`config.mk`:
```
export PLATFORM = sky130hd
export DESIGN_NAME = jn_phase_sched
export DESIGN_NICKNAME = d
export VERILOG_FILES = /design/src/rtl/jn_phase_sched.sv
export SDC_FILE = /design/constraint.sdc
export NUM_CORES = 1
export LEC_CHECK = 0
export CORE_ASPECT_RATIO = 0.75
export CORE_MARGIN = 8
export CORE_UTILIZATION = 51
export CTS_CLUSTER_DIAMETER = 50
export DETAILED_ROUTE_END_ITERATION = 12
export GPL_ROUTABILITY_DRIVEN = 0
export PLACE_DENSITY_LB_ADDON = 0.12
export SLEW_MARGIN = 20
export SYNTH_ARGS = -nofsm -noshare
export SYNTH_HDL_FRONTEND = slang
export SYNTH_SLANG_ARGS = --single-unit
```
`constraint.sdc`:
```
create_clock -name clk -period 2.6 [get_ports clk]
set_input_delay 0.52 -clock clk [delete_from_list [all_inputs] [get_ports clk]]
set_output_delay 0.52 -clock clk [all_outputs]
set_load 0.03 [all_outputs]
```
`src/rtl/jn_phase_sched.sv`:
```
`default_nettype none
// ============================================================================
// Module   : jn_phase_sched
// Brief    : Single-junction phase scheduler. Round-robin green arbitration
//            over four approaches (N,S,E,W) with min/max green timers, an
//            all-red clearance interval and an emergency-vehicle override.
//            Optional macro JN_YELLOW_EN compiles in a yellow phase between
//            every green and the following all-red interval.
// Revision : 1.0 - initial release
// ============================================================================
module jn_phase_sched #(
    parameter int MIN_GRN = 4,
    parameter int MAX_GRN = 12,
    parameter int YLW_T   = 3,
    parameter int CLR_T   = 2,
    parameter int CNT_W   = 8
) (
    input  logic       clk,
    input  logic       rst,
    input  logic [3:0] req,
    input  logic       emg_vld,
    input  logic [1:0] emg_dir,
    output logic [2:0] l_n,
    output logic [2:0] l_s,
    output logic [2:0] l_e,
    output logic [2:0] l_w,
    output logic [3:0] gnt
);

    localparam logic [1:0] c_st_all_red = 2'd0;
    localparam logic [1:0] c_st_green   = 2'd1;
`ifdef JN_YELLOW_EN
    localparam logic [1:0] c_st_yellow  = 2'd2;
`endif

    typedef enum logic [1:0] {
        ST_ALL_RED = c_st_all_red,
        ST_GREEN   = c_st_green
`ifdef JN_YELLOW_EN
        , ST_YELLOW = c_st_yellow
`endif
    } state_t;

    localparam logic [CNT_W-1:0] c_one = CNT_W'(1);
    localparam logic [CNT_W-1:0] c_min = CNT_W'(MIN_GRN);
    localparam logic [CNT_W-1:0] c_max = CNT_W'(MAX_GRN);
    localparam logic [CNT_W-1:0] c_clr = CNT_W'(CLR_T);
`ifdef JN_YELLOW_EN
    localparam logic [CNT_W-1:0] c_ylw = CNT_W'(YLW_T);
    localparam logic [2:0]       c_yel = 3'b010;
`endif
    localparam logic [2:0]       c_red = 3'b100;
    localparam logic [2:0]       c_grn = 3'b001;

    state_t           r_state, w_state_nxt;
    logic [1:0]       r_cur, w_cur_nxt;
    logic [1:0]       r_ptr, w_ptr_nxt;
    logic [CNT_W-1:0] r_cnt, w_cnt_nxt;
    logic [3:0][2:0]  r_lamp, w_lamp_nxt;
    logic [3:0]       r_gnt, w_gnt_nxt;

    logic             w_win_vld;
    logic [1:0]       w_win;
    logic [3:0]       w_cur_oh;
    logic             w_other;
    logic             w_emg_pre;
    logic             w_emg_hold;
    logic             w_exit;

    // Winner selection: emergency direction first, else first request after ptr
    always_comb begin
        w_win_vld = 1'b0;
        w_win     = r_ptr;
        if (emg_vld) begin
            w_win_vld = 1'b1;
            w_win     = emg_dir;
        end else begin
            // Descending scan so the nearest candidate after ptr overwrites last
            for (int i = 4; i >= 1; i--) begin
                if (req[r_ptr + 2'(i)]) begin
                    w_win_vld = 1'b1;
                    w_win     = r_ptr + 2'(i);
                end
            end
        end
    end

    // Green termination conditions for the currently granted approach
    always_comb begin
        w_cur_oh   = 4'b0001 << r_cur;
        w_other    = |(req & ~w_cur_oh);
        w_emg_pre  = emg_vld && (emg_dir != r_cur);
        w_emg_hold = emg_vld && (emg_dir == r_cur);
        w_exit     = w_emg_pre ||
                     (!w_emg_hold && w_other &&
                      ((r_cnt >= c_max) || ((r_cnt >= c_min) && !req[r_cur])));
    end

    // Next-state, grant pointer and phase timer
    always_comb begin
        w_state_nxt = r_state;
        w_cur_nxt   = r_cur;
        w_ptr_nxt   = r_ptr;
        w_cnt_nxt   = r_cnt;
        case (r_state)
            ST_ALL_RED: begin
                if (r_cnt >= c_clr) begin
                    // Clearance satisfied; timer stays saturated while idle
                    if (w_win_vld) begin
                        w_state_nxt = ST_GREEN;
                        w_cur_nxt   = w_win;
                        w_ptr_nxt   = w_win;
                        w_cnt_nxt   = c_one;
                    end
                end else begin
                    w_cnt_nxt = r_cnt + c_one;
                end
            end
            ST_GREEN: begin
                if (w_exit) begin
`ifdef JN_YELLOW_EN
                    w_state_nxt = ST_YELLOW;
`else
                    w_state_nxt = ST_ALL_RED;
`endif
                    w_cnt_nxt   = c_one;
                end else if (r_cnt < c_max) begin
                    w_cnt_nxt = r_cnt + c_one;
                end
            end
`ifdef JN_YELLOW_EN
            ST_YELLOW: begin
                if (r_cnt >= c_ylw) begin
                    w_state_nxt = ST_ALL_RED;
                    w_cnt_nxt   = c_one;
                end else begin
                    w_cnt_nxt = r_cnt + c_one;
                end
            end
`endif
            default: begin
                w_state_nxt = ST_ALL_RED;
                w_cnt_nxt   = '0;
            end
        endcase
    end

    // Lamp and grant values derived from the upcoming state so outputs are registered
    always_comb begin
        w_gnt_nxt = 4'b0000;
        for (int d = 0; d < 4; d++) begin
            w_lamp_nxt[d] = c_red;
        end
        if (w_state_nxt == ST_GREEN) begin
            w_lamp_nxt[w_cur_nxt] = c_grn;
            w_gnt_nxt             = 4'b0001 << w_cur_nxt;
        end
`ifdef JN_YELLOW_EN
        if (w_state_nxt == ST_YELLOW) begin
            w_lamp_nxt[w_cur_nxt] = c_yel;
        end
`endif
    end

    // State, timer and output registers with synchronous reset
    always_ff @(posedge clk) begin
        if (rst) begin
            r_state <= ST_ALL_RED;
            r_cur   <= 2'd3;
            r_ptr   <= 2'd3;
            r_cnt   <= '0;
            r_lamp  <= {4{c_red}};
            r_gnt   <= 4'b0000;
        end else begin
            r_state <= w_state_nxt;
            r_cur   <= w_cur_nxt;
            r_ptr   <= w_ptr_nxt;
            r_cnt   <= w_cnt_nxt;
            r_lamp  <= w_lamp_nxt;
            r_gnt   <= w_gnt_nxt;
        end
    end

    assign l_n = r_lamp[0];
    assign l_s = r_lamp[1];
    assign l_e = r_lamp[2];
    assign l_w = r_lamp[3];
    assign gnt = r_gnt;

endmodule
`default_nettype wire

```
==> flow_summary_export.csv <==
group,metric,value,unit
finish,design_area,1699,sq um
die,dieHeight,60.31,microns
timing,min_period,2.347,ns
worst_setup_path,cp-start-kind,"input port",
die,die_w,75.08,microns
timing,whs,0.5003,ns
run,max-cap-violations,0,
worst_setup_path,r2r_end,"l_n[2]",
placed_design,post-dp-hpwl,2426,microns
logic_synthesis,avgSynthCellArea,9.020,sq um
worst_setup_path,cp_cell_sequence,"clkdlybuf4s50_1 > nand2b_1 > mux4_2 > nor4b_1 > o41ai_2 > or2_1 > nor2_1",
clock_tree,cts_resized,0,
logic_synthesis,synthesis.instances,148,
timing,max_freq,426.1,MHz
global_route,antenna_found_initial,0,
timing,skew,0.007478,ns
worst_setup_path,reg2reg_from,"r_cnt[7]",
detailed_routing,post_drt_wl_per_cell,13.51,microns
clock_tree,cts_setup_buffers,0,
worst_setup_path,required,2.83,ns
logic_synthesis,yosysWarnings,0,
run_status,outcome,"complete, no violations",
worst_setup_path,max_stage_delay,0.50,ns
hold_path,hold-path-cell-count,1,
detailed_routing,drc_errors,0,
clock_tree,cts_buffer_depth,2,
worst_setup_path,rr_worst_depth,7,
worst_setup_path,startpoint,"req[2]",
logic_synthesis,ys_seq_elements,26,
timing,worstMarginPinSlew,0.5393,ns
placed_design,port_buffers,20,
detailed_routing,ant_nets,0,
global_route,overflow,0,
clock_tree,holdBufCountCts,0,
finish,fin_nets,194,
finish,syn_to_final_growth,27.27,%
detailed_routing,via_per_inst,5.147,
global_route,grt_pass1_vias,1157,
timing,grt_setup_unrepaired,"false",
die,coreArea,2542,sq um
logic_synthesis,seq_area_frac_synth,38.99,%
clock_tree,clkTransAtPathRegs,0.15,ns
finish,fin_util,66.83,%
worst_setup_path,cp.arrival,2.58,ns
logic_synthesis,yosys_most_used_dff,"dfxtp_1",
placed_design,placed_cell_area,1647,sq um
logic_synthesis,syn-cell-area,1335,sq um
worst_setup_path,crit_end,"gnt[0]",
finish,stdcell_count,218,
die,ioPinCount,25,
timing,hold_violations,0,
finish,diodes,0,
clock_tree,numCtsBuffers,3,
timing,maxSlewViolCount,0,
detailed_routing,drt_pass1_iterations,4,
die,rows,16,
detailed_routing,routed_wl,2946,microns
timing,fin_crit_sh,90.26,%
finish,drive_above_1_share,16.48,%
detailed_routing,first_iter_violations,42,
pwr,peakVddDrop,0.4371,mV
worst_setup_path,crit_type,"input port to register",
placed_design,place_ws,-0.1341,ns
clock_tree,cts-root-buf,"clkbuf_4",
logic_synthesis,async_reset_ff_share,0,%
global_route,grt_util_all_layers,15.06,%
worst_setup_path,reg2reg_setup_slack,0.36,ns
detailed_routing,vias,1122,
global_route,grt_pass1_wl,5257,microns
finish,fillers,222,
clock_tree,clkLatencyLatePin,0.33,ns
worst_setup_path,cp_slowest_cell,"clkdlybuf4s50_1",
pwr,p_leak,0.6802,nW
clock_tree,htreeDepth,1,
worst_setup_path,end_kind,"register",
clock_tree,cts_tree,"yes",
worst_setup_path,crit_fanout,7,
timing,max_slew_margin,63.66,%
clock_tree,cts.sinks,26,
logic_synthesis,ys_types,52,
global_route,grt_max_degree,16,
timing,finalSetupViolCount,0,
timing,setup_slack,0.2531,ns
hold_path,min-delay-path-class,"register to register",
die,initial_core_util,52.51,%
die,die-area,4528,sq um
pwr,p_per_area,463.5,nW/um^2
placed_design,dp_cells,214,
logic_synthesis,synth-edff-count,0,
registers in the layout, indices dropped and copies added, names as in the netlist:
register,flops
gnt,4
r_cur,2
r_ptr,2
l_n,2
l_s,2
l_e,2
r_cnt,8
l_w,2
r_state,2
final cells by class:
type	count	area [sq um]	share of cell area [%]
Clock buffer	3	22.52	1.325
Multi-Input combinational cell	109	742.0	43.67
Timing Repair Buffer	34	305.3	17.97
Sequential cell	26	520.5	30.63
Clock inverter	1	30.03	1.767
Inverter	9	33.78	1.988
Tap cell	36	45.04	2.651
worst max-delay path, delay by kind of cell:
family	cells	cell delay [ns]
multiplexers	1	0.46
AND/OR/NAND/NOR	4	0.64
buffers and inverters	1	0.50
AO/OA/AOI/OAI	1	0.44
synth_stat cells (all sizes together), types with 3 or more instances:
cell type	instances	share of area (%)
a21oi	6	2.5
o21ai	8	3.0
nand2	9	2.7
dfxtp	26	39
nor2b	3	1.4
a211oi	5	3.2
buf	6	3.5
a41oi	3	2.0
nand2b	9	4.2
nor2	21	6.1
inv	9	2.5
or2	3	1.4
logic make-up (layout without fill, tap and decap cells):
group	after synthesis	count (layout)	synth area share [%]
xor+xnor	2	2	1.312
other cells	1	5	0.2809
simple gates	59	59	22.87
flops	26	26	38.99
fa+ha+maj	2	2	1.874
mux	3	3	4.124
compound gates	38	38	23.99
buf+inv	17	47	6.560
worst min path at each step:
stage / start / endpoint / slack, ns
after global routing: r_cnt[4] / r_cnt[4] / 0.51
after global placement: r_cnt[4] / r_cnt[4] / 0.47
after CTS: r_cnt[5] / r_cnt[5] / 0.50
final: r_cnt[5] / r_cnt[5] / 0.50
after detailed placement: r_cnt[5] / r_cnt[5] / 0.48
after floorplan: r_cnt[4] / r_cnt[4] / 0.45
per-stage QoR:
| stage | setup TNS (ns) | total power [mW] |
|---|---|---|
| after floorplan | 0 | 0.4783 |
| after CTS | 0 | 0.7916 |
| after global placement | -0.6335 | 0.5115 |
| after detailed placement | -1.344 | 0.5143 |
| final | 0 | 0.7875 |
| after global routing | 0 | 0.8149 |
report_power, final:
| part | switching [mW] | internal [mW] | leakage, nW |
|---|---|---|---|
| clock network | 0.126 | 0.156 | 0.0279 |
| registers | 0.00554 | 0.404 | 0.211 |
| logic | 0.0512 | 0.0454 | 0.442 |
cell usage in the layout (no fill, tap or decap), types with 2 or more instances in the layout:
| master | n |
|---|---|
| a211oi_1 | 4 |
| or2_1 | 2 |
| o21ai_0 | 5 |
| and2_1 | 2 |
| conb_1 | 5 |
| nor2b_1 | 3 |
| clkbuf_4 | 3 |
| nand2_1 | 8 |
| xnor2_1 | 2 |
| mux4_2 | 2 |
| or3_1 | 2 |
| a21oi_1 | 5 |
| nor2_1 | 20 |
| o41ai_2 | 2 |
| nand2b_1 | 9 |
| inv_1 | 9 |
| dfxtp_1 | 26 |
| o21ai_1 | 3 |
| ha_1 | 2 |
| clkdlybuf4s50_1 | 20 |
| a41oi_1 | 3 |
| nor3_1 | 2 |
| buf_4 | 14 |
routing by layer:
metal,wire length (microns),track usage [%],share of wire (%),up-vias
met5,0,0,0,-
met2,1421,26.04,48,17
met3,112,4.690,3.8,7
li1,-,-,-,583
met4,38,4.722,1.3,0
met1,1374,17.20,47,515
Power figures use the tool's default switching activity.
